==> src/rtl/pc_unit_pkg.sv <==
// Shared types and defaults for the program-counter unit.
// Latency: n/a (declarations only).
// Backpressure: n/a (declarations only).
package pc_unit_pkg;

    // Control state of the PC unit: fetching, or parked after a HALT.
    typedef enum logic {
        ST_RUN    = 1'b0,
        ST_HALTED = 1'b1
    } pc_state_t;

    // Default geometry and vectors. Word-addressed memory by default.
    localparam int PC_W_DEF      = 32;
    localparam int INC_DEF       = 1;
    localparam int RESET_VEC_DEF = 0;
    localparam int IRQ_VEC_DEF   = 16;

endpackage

==> src/rtl/pc_next_sel.sv <==
// Candidate next-PC mux: jump target, else branch target, else pc+INC.
// Latency: purely combinational, zero cycles.
// Backpressure: none; the caller decides whether the candidate is taken.
module pc_next_sel
    import pc_unit_pkg::*;
#(
    parameter int PC_W = PC_W_DEF,
    parameter int INC  = INC_DEF
) (
    input  logic [PC_W-1:0] pc,
    input  logic            branch_taken,
    input  logic [PC_W-1:0] branch_target,
    input  logic            jump,
    input  logic [PC_W-1:0] jump_target,
    output logic [PC_W-1:0] seq,
    output logic [PC_W-1:0] nx
);

    // Increment sized to the PC so the add wraps silently modulo 2^PC_W.
    localparam logic [PC_W-1:0] INC_V = PC_W'(INC);

    assign seq = pc + INC_V;

    // Jump outranks a simultaneously resolved branch.
    always_comb begin
        nx = seq;
        if (jump) begin
            nx = jump_target;
        end else if (branch_taken) begin
            nx = branch_target;
        end
    end

endmodule

==> src/rtl/pc_unit.sv <==
// Program counter with halt/resume, stall and single-level interrupt entry/return.
// Latency: every redirect shows on pc_out one falling edge later; pc_next_seq is combinational.
// Backpressure: stall holds the PC in RUN, but a pending interrupt still enters (EPC = held PC).
module pc_unit
    import pc_unit_pkg::*;
#(
    parameter int PC_W      = PC_W_DEF,
    parameter int INC       = INC_DEF,
    parameter int RESET_VEC = RESET_VEC_DEF,
    parameter int IRQ_VEC   = IRQ_VEC_DEF
) (
    input  logic            clk,
    input  logic            reset,
    input  logic            stall,
    input  logic            halt_req,
    input  logic            resume,
    input  logic            branch_taken,
    input  logic [PC_W-1:0] branch_target,
    input  logic            jump,
    input  logic [PC_W-1:0] jump_target,
    input  logic            irq,
    input  logic            iret,
    output logic [PC_W-1:0] pc_out,
    output logic [PC_W-1:0] pc_next_seq,
    output logic [PC_W-1:0] epc,
    output logic            halted,
    output logic            in_isr,
    output logic            irq_ack
);

    localparam logic [PC_W-1:0] RESET_PC = PC_W'(RESET_VEC);
    localparam logic [PC_W-1:0] IRQ_PC   = PC_W'(IRQ_VEC);

    pc_state_t       state;
    pc_state_t       state_nx;
    logic [PC_W-1:0] pc_nx;
    logic [PC_W-1:0] epc_nx;
    logic            in_isr_nx;
    logic            irq_ack_nx;
    logic [PC_W-1:0] seq;
    logic [PC_W-1:0] nx;

    pc_next_sel #(
        .PC_W (PC_W),
        .INC  (INC)
    ) u_next_sel (
        .pc            (pc_out),
        .branch_taken  (branch_taken),
        .branch_target (branch_target),
        .jump          (jump),
        .jump_target   (jump_target),
        .seq           (seq),
        .nx            (nx)
    );

    assign pc_next_seq = seq;
    assign halted      = (state == ST_HALTED);

    // Interrupts are only accepted when no handler is already running.
    logic irq_take;
    assign irq_take = irq && !in_isr;

    // Next-state and next-register selection for both control states.
    always_comb begin
        state_nx   = state;
        pc_nx      = pc_out;
        epc_nx     = epc;
        in_isr_nx  = in_isr;
        irq_ack_nx = 1'b0;
        case (state)
            ST_RUN: begin
                if (halt_req) begin
                    // HALT wins over everything else; the PC parks on the HALT.
                    state_nx = ST_HALTED;
                end else if (irq_take) begin
                    // A stalled instruction has not completed, so it must re-execute.
                    epc_nx     = stall ? pc_out : nx;
                    pc_nx      = IRQ_PC;
                    in_isr_nx  = 1'b1;
                    irq_ack_nx = 1'b1;
                end else if (stall) begin
                    pc_nx = pc_out;
                end else if (iret && in_isr) begin
                    pc_nx     = epc;
                    in_isr_nx = 1'b0;
                end else begin
                    // A stray iret outside a handler is just a sequential step.
                    pc_nx = nx;
                end
            end
            ST_HALTED: begin
                if (irq_take) begin
                    // Wake-up entry returns past the HALT instruction.
                    epc_nx     = seq;
                    pc_nx      = IRQ_PC;
                    in_isr_nx  = 1'b1;
                    irq_ack_nx = 1'b1;
                    state_nx   = ST_RUN;
                end else if (resume) begin
                    pc_nx    = seq;
                    state_nx = ST_RUN;
                end
            end
            default: begin
                state_nx = ST_RUN;
            end
        endcase
    end

    // All architectural state advances on the falling edge; reset is synchronous.
    always_ff @(negedge clk) begin
        if (reset) begin
            state   <= ST_RUN;
            pc_out  <= RESET_PC;
            epc     <= '0;
            in_isr  <= 1'b0;
            irq_ack <= 1'b0;
        end else begin
            state   <= state_nx;
            pc_out  <= pc_nx;
            epc     <= epc_nx;
            in_isr  <= in_isr_nx;
            irq_ack <= irq_ack_nx;
        end
    end

endmodule

==> config.mk <==
export PLATFORM = sky130hd
export DESIGN_NAME = pc_unit
export DESIGN_NICKNAME = d
export VERILOG_FILES = /design/src/rtl/pc_unit_pkg.sv /design/src/rtl/pc_next_sel.sv /design/src/rtl/pc_unit.sv
export SDC_FILE = /design/constraint.sdc
export NUM_CORES = 1
export LEC_CHECK = 0
export BUFFER_PORTS_ARGS = -buffer_cell sky130_fd_sc_hd__buf_2
export CAP_MARGIN = 20
export CORE_MARGIN = 1
export CORE_UTILIZATION = 30
export DETAILED_ROUTE_END_ITERATION = 6
export PLACE_DENSITY_LB_ADDON = 0.12
export SKIP_CTS_REPAIR_TIMING = 1
export SLEW_MARGIN = 20
export SYNTH_ARGS = -nofsm -noshare
export SYNTH_HDL_FRONTEND = slang
export SYNTH_SLANG_ARGS = --single-unit
==> constraint.sdc <==
create_clock -name clk -period 3.1 [get_ports clk]
set_clock_uncertainty 0.05 [all_clocks]
set_input_delay 0.465 -clock clk [delete_from_list [all_inputs] [get_ports clk]]
set_output_delay 0.465 -clock clk [all_outputs]
set_load 0.02 [all_outputs]
Yosys cells after proc, flatten, opt, wreduce, memory -nomap -nowiden:

Cells that the tools add are included.

* register bits after elaboration: 67
* input bits: 73
* output and inout bits: 99
* logic and storage cells: 46

* $add $sub $neg: 1
* equality and inequality tests: 6
* multiplexer cells: 27
* bitwise operators: 1
* reductions and logical operators: 6

Operators by type and width (number)
* two-way mux 32 bit: 12
* case mux 32 bit (2 select lines): 2
* adder 32 x 1 -> 32 bit (second input constant): 1
* two-way mux 1 bit: 10
* != test 3 bit (second input constant): 2
* case mux 1 bit (2 select lines): 3
* AND reduction 3 bit: 2
* != test 2 bit (second input constant): 2
* AND reduction 4 bit: 1
* != test 3 x 2 -> 1 bit (second input constant): 1
* logical AND 1 bit: 2
* != test 2 x 1 -> 1 bit (second input constant): 1
* logical NOT 1 bit: 1
* NOT 1 bit: 1

Longest topological paths before layout:

Gate-level depths: netlist (run 1).

* depth after elaboration: 8
* depth in mapped cells: 9
* gate-level depth less buffers: 7

Hierarchy:

From an unflattened synthesis (run 1), not the netlist that was laid out.

* cell total of the unflattened synthesis: 588
* area, all modules: 4947.2 um^2

By module, submodules not included
* pc_unit: instances 1, cells each 375, area an instance 3524.6 um^2, seq. area each 1341.3 um^2
* pc_next_sel: instances 1, cells each 213, area an instance 1422.6 um^2, seq. area each 0.0 um^2

==> qor.yml, run 1 <==
placed_wire_length_estimate_after_detailed_placement_um: 22700
yosys_register_bits: 67
floorplan.die.height_um: 143
drv_cap: 0
clock_latency_ns: 0.42
async_flop_share_pct: 0
detail_route.first_pass.iterations: 5
critPathTopFamily: "simple AND/OR/NAND/NOR gates"
worstReg2RegStart: "pc_out[5]"
grt_antenna_before_repair: 0
timing.max_slew.rel_slack_pct: 42.4
total_switching_power_mw: 1.74
p_sw_share_pct: 39.8
maxSlewViolCount: 0
syn-num-nets: 918
netlist.top_cell.by_area: "sky130_fd_sc_hd__dfxtp_1"
vias: 8785
yosys_warns: 0
cp_max_fo: 3
die_area_um2: 20400
reg2reg_slack_ns: 0.71
timing.hold.worst.class: "reg2reg"
cts_buf_count: 9
worstSetupEndpoint: "pc_next_seq[20]"
placeableCoreArea_um2: 19500
worstPathCellList: "ha_4 > nand4_4 > or3_4 > or4_4 > nand2_4 > buf_6"
grt_setup_unrepaired: "true"
avg_vias_per_cell: 5.59
route.final.wire_length_um: 31600
globalRouteTotalUtil_pct: 29.4
first_pass_grt_wire_length_um: 44700
final-hold-violation-count: 0
synth_edf_count: 0
grt_max_degree: 65
fin_nets: 1376
cellPowerDensity_nw_per_um2: 382
place_area_um2: 9260
crit_cells: 6
syn-cell-area_um2: 5960
initial_utilization_pct: 30.6
finalCoreUtilization_pct: 59.0
routability_congestion_estimate: 0.933
cts_buffer_depth: 2
internal-power_mw: 2.64
failing_checks: "setup timing"
worstSetupPathType: "reg2out"
clkSinkCount: 67
synth.avg_cell_area_um2: 7.06
slowest_stage: "sky130_fd_sc_hd__or4_4"
timing.critical_path.required_ns: 2.58
critical-path-max-stage-delay_ns: 0.55
row_count: 51
irDropWorstVdd_uv: 269
post_route_cells_drive_above_1_share_pct: 52.2
critical_path.n_buffers_inverters: 1
yosys.cell_types.count: 84
area_growth_syn_to_layout_pct: 92.8
path_clk_slew_ns: 0.03
crit_start: "pc_out[0]"
synth-main-ff-cell: "sky130_fd_sc_hd__dfxtp_1"
share_of_power_burned_in_registers_pct: 23.8
yosys-top-cells-area: "sky130_fd_sc_hd__dfxtp_1, sky130_fd_sc_hd__a21oi_1, sky130_fd_sc_hd__nor2_1"
port_buffers: 171
finalHoldWorstSlack_ns: 0.426
first_global_vias: 7963
setup_viol: 49
combPwrFrac_pct: 40.9
clock_tree.root_cell: "sky130_fd_sc_hd__clkbuf_16"
tritoncts: "done"
worst_slew_pin_slew_ns: 0.864
initialDrtViolationCount: 712
wire_per_inst_um: 20.1
final_antenna_net_count: 0
dieWidth_um: 143
end_kind: "output port"
worst_setup_path_start_kind: "flop"
fraction_of_post_synthesis_cell_area_in_the_top_cell_type_by_area_pct: 22.5
fin_area_um2: 11500
status: "finished with violations"
power_frac_clock_pct: 35.3
leakage_nw: 5.41
drc: 0
netlist_instances: 844
total_power_mw: 4.38
global_route.overflow_total: 0
clock_tree.htree_level_count: 3
critical_path.reg2reg.endpoint: "pc_out[9]"
cp_data_arrival_time_ns: 3.72
rr_worst_depth: 10
sequential_fraction_of_the_synthesis_area_pct: 22.5
n_antenna_cell: 0
postLayoutSetupSlackWorst_ns: -1.13
design.portCount: 172
-- how the worst min path moves through the flow --
stage               from        end  slack [ns]  depth (start not counted)
6_report          epc[0]     epc[0]        0.43                          2
2_1_floorplan  pc_out[1]  pc_out[1]        0.48                          2
5_1_grt           epc[6]     epc[6]        0.45                          2
3_3_place_gp      epc[6]     epc[6]        0.42                          2
4_1_cts           epc[0]     epc[0]        0.42                          2
3_5_place_dp      epc[0]     epc[0]        0.42                          2
-- cell type report --
type	count	area, um2
inverter	22	93.8
timing repair buffer	466	3960
fill	1770	7970
tap	265	332
clock buffer	9	225
sequential	67	1430
multi-input combinational	669	5100
clock inverter	74	348
-- cell usage in the layout (no fill, tap or decap), types with 18 or more instances in the layout --
cell	synthesis	final
sky130_fd_sc_hd__a21oi_1	79	62
sky130_fd_sc_hd__buf_2	5	106
sky130_fd_sc_hd__buf_4	3	219
sky130_fd_sc_hd__buf_6	6	111
sky130_fd_sc_hd__dfxtp_1	67	30
sky130_fd_sc_hd__dfxtp_2	0	20
sky130_fd_sc_hd__inv_1	20	84
sky130_fd_sc_hd__nand2_1	79	66
sky130_fd_sc_hd__nor2_1	89	82
sky130_fd_sc_hd__o21ai_0	64	39
sky130_fd_sc_hd__o21ai_1	2	26
sky130_fd_sc_hd__o22ai_1	20	18
-- cell families after synthesis --
group           share of synthesized area, %
compound gates                          35.9
xor+xnor                                4.11
simple gates                            26.3
buf+inv                                 9.41
flops                                   22.5
fa+ha+maj                              0.210
mux                                     1.55
-- synthesized netlist by cell type, types with 16 or more instances --
library cell and count:
sky130_fd_sc_hd__inv_1 20, sky130_fd_sc_hd__o21ai_0 64, sky130_fd_sc_hd__nand3_1 24, sky130_fd_sc_hd__dfxtp_1 67
sky130_fd_sc_hd__nor3_1 28, sky130_fd_sc_hd__nor2_1 89, sky130_fd_sc_hd__a211oi_1 17, sky130_fd_sc_hd__clkbuf_1 55
sky130_fd_sc_hd__o22ai_1 20, sky130_fd_sc_hd__a21oi_1 79, sky130_fd_sc_hd__xnor2_1 24, sky130_fd_sc_hd__nand2_1 79
sky130_fd_sc_hd__nand4_1 16
-- registers in the layout, indices dropped and copies added (netlist names) --
| signal | cells |
|---|---|
| epc | 32 |
| pc_out | 32 |
| halted | 1 |
| in_isr | 1 |
| irq_ack | 1 |
-- metrics by stage --
| step | instances | setup TNS (ns) | setup WS, ns |
|---|---|---|---|
| floorplan | 844 | -16.08 | -0.734 |
| global placement | 1439 | -44.81 | -0.735 |
| detailed placement | 1439 | -44.79 | -0.747 |
| CTS | 1521 | -37.63 | -1.17 |
| global route | 1572 | -32.64 | -1.19 |
| finish | 1572 | -28.91 | -1.13 |
-- power groups by stage --
stage               clock [mW]  sequential, mW  combinational [mW]
floorplan                0.133            1.12               0.779
CTS                       1.58            1.03                1.48
global route              1.70            1.05                1.90
global placement         0.133            1.04                1.47
detailed placement       0.133            1.04                1.47
finish                    1.55            1.04                1.79
-- per-layer routing --
| metal | vias to the layer above | global-route usage, % | routed length (um) |
|---|---|---|---|
| met4 | 0 | 13.6 | 1070 |
| met2 | 456 | 48.3 | 15400 |
| li1 | 4096 | - | - |
| met3 | 81 | 6.61 | 2500 |
| met1 | 4152 | 36.3 | 12600 |
| met5 | - | 0 | 0 |
-- worst min-delay path: stages (launching register included) --
cell and delay [ns]:
sky130_fd_sc_hd__dfxtp_1 0.31, sky130_fd_sc_hd__nand2_1 0.06, sky130_fd_sc_hd__a21oi_1 0.05
(Power assumes the default switching activity.)
==> run 2, diff against run 1 <==
--- a/config.mk
+++ b/config.mk
@@ -7,8 +7,10 @@
 export LEC_CHECK = 0
 export BUFFER_PORTS_ARGS = -buffer_cell sky130_fd_sc_hd__buf_2
 export CAP_MARGIN = 20
+export CORE_ASPECT_RATIO = 0.9
 export CORE_MARGIN = 1
 export CORE_UTILIZATION = 30
+export CTS_BUF_LIST = sky130_fd_sc_hd__clkbuf_4
 export DETAILED_ROUTE_END_ITERATION = 6
 export PLACE_DENSITY_LB_ADDON = 0.12
 export SKIP_CTS_REPAIR_TIMING = 1
==> run 2 against run 1 <==
The flow still finishes with violations (setup timing). Final area shrank 4.3%. Register-to-register slack is essentially flat. Combinational power shrank 4%. Critical path type unchanged. Critical endpoint unchanged. Largest power group unchanged.
==> qor.yml, run 2 (synthesis gave the netlist of run 1 again) <==
routability_congestion_estimate: 0.894  # -4.2%
route.final.wire_length_um: 31100  # -1.4%
wire_per_inst_um: 20.3  # +0.79%
final_antenna_net_count: 0  # unchanged
worstSetupPathType: "reg2out"
biggestRegsByFlops: "epc: 32 flops, pc_out: 32 flops"
setup_viol: 63  # +29%
placeableCoreArea_um2: 19300  # -0.64%
dpl.cell_count: 1422  # -1.2%
postLayoutSetupSlackWorst_ns: -1.28  # -0.149 ns
clkSinkCount: 67  # unchanged
final_cells: 1538  # -2.2%
cts_buf_count: 9  # unchanged
timing.hold.worst.class: "reg2reg"
drv_cap: 0  # unchanged
drc: 0  # unchanged
place_ws_ns: -0.919  # -0.172 ns
critPathTopFamily: "simple AND/OR/NAND/NOR gates"
cp_data_arrival_time_ns: 3.87  # +0.15 ns
grt_setup_unrepaired: "true"
leakage_nw: 5.14  # -5.0%
irDropWorstVdd_uv: 184  # -32%
initial_utilization_pct: 30.8  # +0.20 points
timing.critical_path.required_ns: 2.58  # about the same
clock_tree.htree_level_count: 3  # unchanged
tritoncts: "done"
post_route_cells_drive_above_1_share_pct: 50.5  # -1.7 points
end_kind: "output port"
globalRouteMet2Util_pct: 42.1  # -6.2 points
detail_route.first_pass.iterations: 5  # unchanged
placed_wire_length_estimate_after_detailed_placement_um: 23000  # +1.2%
grt_antenna_before_repair: 1  # +1
cellPowerDensity_nw_per_um2: 344  # -9.8%
area_growth_syn_to_layout_pct: 84.4
globalRouteTotalUtil_pct: 29.3  # -0.065 points
port_buffers: 171  # unchanged
global_route.overflow_total: 0  # unchanged
critical_path.n_buffers_inverters: 1  # unchanged
final_cell_mix: "sky130_fd_sc_hd__buf_4, sky130_fd_sc_hd__buf_6, sky130_fd_sc_hd__nor2_1"
cts_buffer_depth: 2  # unchanged
finalCoreUtilization_pct: 56.8  # -2.2 points
worst_slew_pin_slew_ns: 0.849  # -0.0149 ns
initialDrtViolationCount: 782  # +9.8%
worst_setup_path_start_kind: "flop"
timing.max_slew.rel_slack_pct: 43.4  # +1.0 points
clock_latency_ns: 0.52  # +0.10 ns
layout.cells.most_common: "sky130_fd_sc_hd__buf_4"
maxSlewViolCount: 0  # unchanged
critical-path-max-stage-delay_ns: 0.57  # +0.02 ns
clock_tree.root_cell: "sky130_fd_sc_hd__clkbuf_4"
final-hold-violation-count: 0  # unchanged
use_met3_pct: 6.70  # +0.094 points
die_area_um2: 20400  # about the same
dieWidth_um: 151  # +5.3%
status: "finished with violations"
slowest_stage: "sky130_fd_sc_hd__or4_4"
first_pass_grt_wire_length_um: 44700  # about the same
cp_max_fo: 3  # unchanged
floorplan.die.height_um: 136  # -5.1%
first_global_vias: 7674  # -3.6%
failing_checks: "setup timing"
avg_vias_per_cell: 5.55  # -0.77%
row_count: 48  # -5.9%
vias: 8529  # -2.9%
design.portCount: 172  # unchanged
worstPathCellList: "ha_4 > nand4_4 > or3_4 > or4_4 > nand2_4 > buf_6"
gr-usage-met1_pct: 42.8  # +6.4 points
grt_max_degree: 65  # unchanged
most_used_routing_layer: "met1"
path_clk_slew_ns: 0.05  # +0.02 ns
fin_nets: 1356  # -1.5%
-- run 2: changes by cell type in the layout (fill, tap and decap cells not counted), moves of 6 or more --
cell and delta:
sky130_fd_sc_hd__a21oi_1 +9, sky130_fd_sc_hd__a21oi_2 -8, sky130_fd_sc_hd__buf_2 -30, sky130_fd_sc_hd__buf_4 +16, sky130_fd_sc_hd__buf_8 -6, sky130_fd_sc_hd__clkbuf_16 -11, sky130_fd_sc_hd__clkbuf_4 +10, sky130_fd_sc_hd__dfxtp_1 -29
sky130_fd_sc_hd__dfxtp_2 +19, sky130_fd_sc_hd__dfxtp_4 +10, sky130_fd_sc_hd__o21ai_0 +6
-- run 2: report_power, final --
| group | internal [mW] | switching (mW) |
|---|---|---|
| logic | 0.829 | 0.893 |
| registers | 0.954 | 0.0935 |
| clock network | 0.353 | 0.661 |
-- run 2: final timing paths --
| path | startpoint | end | slack, ns | cells after the start |
|---|---|---|---|---|
| min reg2reg | epc[1] | epc[1] | 0.41 | 2 |
| max reg2reg | pc_out[0] | epc[20] | 0.72 | 8 |
| min | epc[1] | epc[1] | 0.41 | 2 |
| max | pc_out[0] | pc_next_seq[20] | -1.28 | 6 |
-- run 2: layer usage --
layer | wire length, um | vias up
met1 | 14500 | 4002
met2 | 13600 | 437
met3 | 2680 | 36
met5 | 0 | -
li1 | - | 4054
met4 | 341 | 0
-- run 2: layout make-up --
class,instances,area (um2)
antenna,1,2.50
clock buffer,9,67.6
clock inverter,74,317
fill,1869,8350
inverter,22,91.3
multi-input combinational,669,4900
sequential,67,1490
tap,250,313
timing repair buffer,446,3810
-- run 2: stage by stage --
stage	hold WS (ns)	setup TNS [ns]	cell area (um2)	power, mW
5_1_grt	0.429	-39.63	11000	4.03
2_1_floorplan	0.484	-16.08	6910	2.03
3_5_place_dp	0.414	-37.87	9250	2.63
3_3_place_gp	0.418	-36.87	9250	2.63
4_1_cts	0.420	-42.49	9630	3.54
6_report	0.413	-34.33	11000	3.78
-- run 2: worst register-to-register path, stage by stage, from the launching register on --
cell	delay, ns
sky130_fd_sc_hd__dfxtp_4	0.36
sky130_fd_sc_hd__ha_4	0.15
sky130_fd_sc_hd__nand4_4	0.09
sky130_fd_sc_hd__or3_4	0.44
sky130_fd_sc_hd__or4_4	0.57
sky130_fd_sc_hd__buf_4	0.16
sky130_fd_sc_hd__o21ai_1	0.12
sky130_fd_sc_hd__o21ai_1	0.10
sky130_fd_sc_hd__a211oi_2	0.26
